### src/rtl/alu_pkg.sv
// alu_pkg: shared op encodings and FSM state constants for alu_unit
package alu_pkg;
  localparam logic [2:0] OP_ADD = 3'd0;
  localparam logic [2:0] OP_SUB = 3'd1;
  localparam logic [2:0] OP_AND = 3'd2;
  localparam logic [2:0] OP_OR  = 3'd3;
  localparam logic [2:0] OP_XOR = 3'd4;
  localparam logic [2:0] OP_NOT = 3'd5;
  localparam logic [2:0] OP_SHL = 3'd6;
  localparam logic [2:0] OP_MUL = 3'd7;
  localparam logic ST_IDLE    = 1'b0;
  localparam logic ST_MUL_RUN = 1'b1;
endpackage

### src/rtl/alu_mul.sv
// alu_mul: shift-add multiplier datapath, one step per cycle, LSB of multiplier first
// Ports: CLK, RESET (sync, active-high); load captures a/b and clears acc/counter;
//        run performs one step; last flags the final step; prod is the product after this step.
module alu_mul #(
  parameter int DATA_W = 8
) (
  input  logic                  CLK,
  input  logic                  RESET,
  input  logic                  load,
  input  logic                  run,
  input  logic [DATA_W-1:0]     a,
  input  logic [DATA_W-1:0]     b,
  output logic                  last,
  output logic [2*DATA_W-1:0]   prod
);
  localparam int CW = $clog2(DATA_W);
  logic [2*DATA_W-1:0] acc, mcand;
  logic [DATA_W-1:0] mplier;
  logic [CW-1:0] cnt;
  assign last = cnt == CW'(DATA_W - 1);
  // Product including the step taking place on this edge, so the top can latch it on the final edge.
  assign prod = acc + (mplier[0] ? mcand : '0);
  always_ff @(posedge CLK)
    if (RESET) begin
      acc    <= '0;
      mcand  <= '0;
      mplier <= '0;
      cnt    <= '0;
    end else if (load) begin
      acc    <= '0;
      mcand  <= {{DATA_W{1'b0}}, a};
      mplier <= b;
      cnt    <= '0;
    end else if (run) begin
      acc    <= prod;
      mcand  <= mcand << 1;
      mplier <= mplier >> 1;
      cnt    <= cnt + 1'b1;
    end
endmodule

### src/rtl/alu_unit.sv
// alu_unit: 8-op ALU with single-cycle logic/arith ops and a multi-cycle shift-add multiply
// Ports: CLK, RESET (sync, active-high); a_in/b_in operands; op select; start request;
//        OE gates the result register onto alu_out; busy/done/carry/zero/neg status are registered.
module alu_unit import alu_pkg::*; #(
  parameter int DATA_W = 8
) (
  input  logic              CLK,
  input  logic              RESET,
  input  logic [DATA_W-1:0] a_in,
  input  logic [DATA_W-1:0] b_in,
  input  logic [2:0]        op,
  input  logic              start,
  input  logic              OE,
  output logic [DATA_W-1:0] alu_out,
  output logic              busy,
  output logic              done,
  output logic              carry_flag,
  output logic              zero_flag,
  output logic              neg_flag
);
  logic state, c_n, w_c, last, go_alu, go_mul, mul_fin;
  logic [DATA_W:0] ext;
  logic [DATA_W-1:0] res_n, w_res, result;
  logic [2*DATA_W-1:0] prod;
  assign go_alu  = state == ST_IDLE && start && op != OP_MUL;
  assign go_mul  = state == ST_IDLE && start && op == OP_MUL;
  assign mul_fin = state == ST_MUL_RUN && last;
  alu_mul #(.DATA_W(DATA_W)) u_mul (
    .CLK   (CLK),
    .RESET (RESET),
    .load  (go_mul),
    .run   (state == ST_MUL_RUN),
    .a     (a_in),
    .b     (b_in),
    .last  (last),
    .prod  (prod)
  );
  always_comb begin
    ext   = '0;
    res_n = '0;
    c_n   = 1'b0;
    case (op)
      OP_ADD: begin
        ext   = {1'b0, a_in} + {1'b0, b_in};
        res_n = ext[DATA_W-1:0];
        c_n   = ext[DATA_W];
      end
      OP_SUB: begin
        ext   = {1'b0, a_in} - {1'b0, b_in};
        res_n = ext[DATA_W-1:0];
        c_n   = ~ext[DATA_W];
      end
      OP_AND: res_n = a_in & b_in;
      OP_OR:  res_n = a_in | b_in;
      OP_XOR: res_n = a_in ^ b_in;
      OP_NOT: res_n = ~a_in;
      OP_SHL: begin
        res_n = {a_in[DATA_W-2:0], 1'b0};
        c_n   = a_in[DATA_W-1];
      end
      default: ;
    endcase
  end
  assign w_res = mul_fin ? prod[DATA_W-1:0] : res_n;
  assign w_c   = mul_fin ? |prod[2*DATA_W-1:DATA_W] : c_n;
  always_ff @(posedge CLK)
    if (RESET) begin
      state      <= ST_IDLE;
      result     <= '0;
      busy       <= 1'b0;
      done       <= 1'b0;
      carry_flag <= 1'b0;
      zero_flag  <= 1'b1;
      neg_flag   <= 1'b0;
    end else begin
      done <= go_alu || mul_fin;
      if (go_alu || mul_fin) begin
        result     <= w_res;
        carry_flag <= w_c;
        zero_flag  <= w_res == '0;
        neg_flag   <= w_res[DATA_W-1];
      end
      if (go_mul) begin
        state <= ST_MUL_RUN;
        busy  <= 1'b1;
      end else if (mul_fin) begin
        state <= ST_IDLE;
        busy  <= 1'b0;
      end
    end
  assign alu_out = OE ? result : '0;
endmodule

### config.mk
export PLATFORM = sky130hd
export DESIGN_NAME = alu_unit
export DESIGN_NICKNAME = d
export VERILOG_FILES = /design/src/rtl/alu_pkg.sv /design/src/rtl/alu_mul.sv /design/src/rtl/alu_unit.sv
export SDC_FILE = /design/constraint.sdc
export NUM_CORES = 1
export LEC_CHECK = 0
export BUFFER_PORTS_ARGS = -buffer_cell sky130_fd_sc_hd__buf_2
export CAP_MARGIN = 10
export CORE_UTILIZATION = 45
export DETAILED_ROUTE_END_ITERATION = 12
export PLACE_DENSITY = 0.74
export SLEW_MARGIN = 20
export SYNTH_ARGS = -nofsm -noshare
export SYNTH_HDL_FRONTEND = slang
export SYNTH_SLANG_ARGS = --single-unit
### constraint.sdc
create_clock -name CLK -period 9.17 [get_ports CLK]
set_input_delay 1.834 -clock CLK [delete_from_list [all_inputs] [get_ports CLK]]
set_output_delay 1.834 -clock CLK [all_outputs]
set_load 0.01 [all_outputs]
==> flow_summary.ini <==
[status]
outcome = finished, final reports clean

[floorplanning]
die-area_um2 = 10000
die_h_um = 100
core_region_area_um2 = 9280
start_util_pct = 46.6
io_pins = 36
rows = 35
die-width_um = 100

[yosys]
ys_types = 61
ys_seq_area_share_pct = 25.5
synth_top_area_share_pct = 25.5
syn_area_um2 = 4330
ys_seq_elements = 55
synth_top_area_cell = dfxtp_1
synth_commonest_cells = nor2_1, dfxtp_1, a21oi_1
avgSynthCellArea_um2 = 7.86
synthTopCellsByArea = dfxtp_1, ha_1, mux2i_1, a21oi_1, nor2_1
ys_warn_count = 0
async_reset_ff_share_pct = 0
yosys.cell_count.top_type = nor2_1
synth_enable_flop_cells = 0
netlist_instances = 550
synth_nets = 617
ys.flop_type = dfxtp_1

[sta]
setup_viol_count_final = 0
hold_viol_final = 0
drv_slew = 0
clock.fmax_mhz = 244
period_minus_slack_ns = 4.09
fin_tns_setup_ns = 0
rsz0062_at_grt = no
timing.final.crit_share_pct = 44.6
worst_pin_slew_ns = 0.975
setup_ws_ns = 5.08
fin_skew_ns = 0.00986
slew_headroom_pct = 34.8

[critical_path]
reg2reg_to = carry_flag$_SDFFE_PP0P_
timing.rr.start = u_mul.mplier[0]$_SDFFE_PP0P_
worst-setup-path-type = in -> reg
cp_data_arrival_time_ns = 4.36
critPathMaxFanout = 5
crit_path_start_kind = input port
rr_worst_depth = 10
end_kind = flip-flop
required_ns = 9.43
ff2ff_setup_slack_ns = 5.78

[final_layout]
drive_gt1_share_pct = 10.3
antenna_cells = 0
num-fill-cells = 944
layout.nets = 630
syn_to_final_growth_pct = 7.06

[power]
powerDensity_nw_per_um2 = 107
ir_drop_v = 0.0000585
p_leak_nw = 1.99
finalPower_uw = 495

[clocking]
clk_latency_ns = 0.31
cts.reportedPaths.clkPinSlew_ns = 0.10
cts_tree = done
cts_hold_buf = 0
cts_max_path_buffers = 2
cts_setup_buffers = 0
ctsHtreeMaxLevel = 2
root_buffer = clkbuf_8
cts.repair.resized = 0
cts_buffers = 5
cts.sinks = 55

[global_route]
grt.total_usage_pct = 21.9
grt_use_met3_pct = 2.58
overflow = 0
antenna_found_initial = 0
top_usage_layer = met2
grt_use_met2_pct = 37.2
grtUsageMet1_pct = 29.8
grt_pass1_vias = 3707
grt_pass1_wl_um = 17700
grt_max_degree = 50

[hold_path]
holdPathEnd = u_mul.mplier[4]$_SDFFE_PP0P_
min_path_type = reg -> reg
hold_path_depth = 2
hp-start = u_mul.mplier[4]$_SDFFE_PP0P_

[route]
drt_iter0_drc = 262
via_per_inst = 5.76
wire_per_inst_um = 15.2
routed_wl_um = 10600
vias = 3983
ant_nets = 0
first_pass_iters = 5
drc = 0

[place]
gp_congestion = 0.913
post-place-ws_ns = 4.80
dp_hpwl_um = 7980
numPortBuffers = 35

[job]
drv_cap = 0
## where the power goes
part / switching (mW) / internal [mW]
Sequential: 0.00362 / 0.245
Clock: 0.0798 / 0.0596
Combinational: 0.0660 / 0.0410
Total: 0.149 / 0.345
## area by class of cell
| class | count | area, µm² | share of cell area, % |
|---|---|---|---|
| Clock buffer | 6 | 82.6 | 1.78 |
| Clock inverter | 1 | 5.00 | 0.108 |
| Inverter | 31 | 116 | 2.51 |
| Multi-Input combinational cell | 433 | 2970 | 64.2 |
| Sequential cell | 55 | 1100 | 23.8 |
| Tap cell | 129 | 161 | 3.49 |
| Timing Repair Buffer | 37 | 190 | 4.11 |
## cells by family (layout without fill, tap and decap cells)
| family | count (synthesis) | in the layout | synth area share (%) |
|---|---|---|---|
| AO/OA/AOI/OAI | 154 | 154 | 23.6 |
| XOR/XNOR | 19 | 19 | 3.85 |
| adder cells (fa/ha/maj) | 44 | 44 | 13.2 |
| buffers and inverters | 62 | 75 | 5.81 |
| flip-flops | 55 | 55 | 25.5 |
| multiplexers | 31 | 31 | 7.20 |
| AND/OR/NAND/NOR | 185 | 185 | 20.9 |
## worst max-delay path: stages
cell	delay [ns]
buf_2	0.13
inv_1	0.07
ha_1	0.22
fa_1	0.42
o21ba_2	0.22
o21bai_1	0.17
mux2i_1	0.12
xnor2_1	0.16
a221oi_1	0.43
nand4_1	0.14
nor4_1	0.25
a221o_1	0.17
## metal layers
layer  part of all wire (%)  wire length [µm]
met5                      0                 0
met4                    1.1               119
met3                    5.1               538
met2                     47              4930
met1                     47              4960
## cells in the final DEF (no fill, tap or decap), drive strengths merged, types with 4 or more instances in the layout
cell type  count
and2          26
buf           37
inv           31
o21bai         5
a21oi         52
xor2           6
ha            41
nor4           5
or3            7
nor3           8
mux2i         30
a31oi          6
dfxtp         55
a221oi         4
nor2b          6
nor3b          7
o211ai         4
xnor2         13
o21ai         19
a21o           6
a211oi        14
nand3         11
nand2         42
a22oi         14
nor2          61
clkbuf         6
## worst max path at each step
stage                                         to  slack [ns]     from
after floorplan           zero_flag$_SDFFE_PP1P_        5.25  a_in[0]
after global placement    zero_flag$_SDFFE_PP1P_        4.87  a_in[0]
after detailed placement  zero_flag$_SDFFE_PP1P_        4.80  a_in[0]
after CTS                             alu_out[0]        5.08       OE
after global routing      zero_flag$_SDFFE_PP1P_        4.89  a_in[0]
final                     zero_flag$_SDFFE_PP1P_        5.08  a_in[0]
## metrics by stage
stage          std cells  instance area, µm²  hold WS (ns)  util [%]
6_report             692                4630         0.465      49.9
5_1_grt              692                4630         0.490      49.9
2_1_floorplan        550                4330         0.427         -
3_5_place_dp         685                4540         0.447      48.9
3_3_place_gp         685                4540         0.443      48.9
4_1_cts              692                4630         0.462      49.9
## registers in the layout, summed over array words and instances, names as in the netlist
register and count:
u_mul.acc 16, u_mul.mcand 16, u_mul.mplier 8, result 7
u_mul.cnt 3, carry_flag 1, done 1, neg_flag 1
state 1, zero_flag 1
Power figures use the tool's default switching activity.
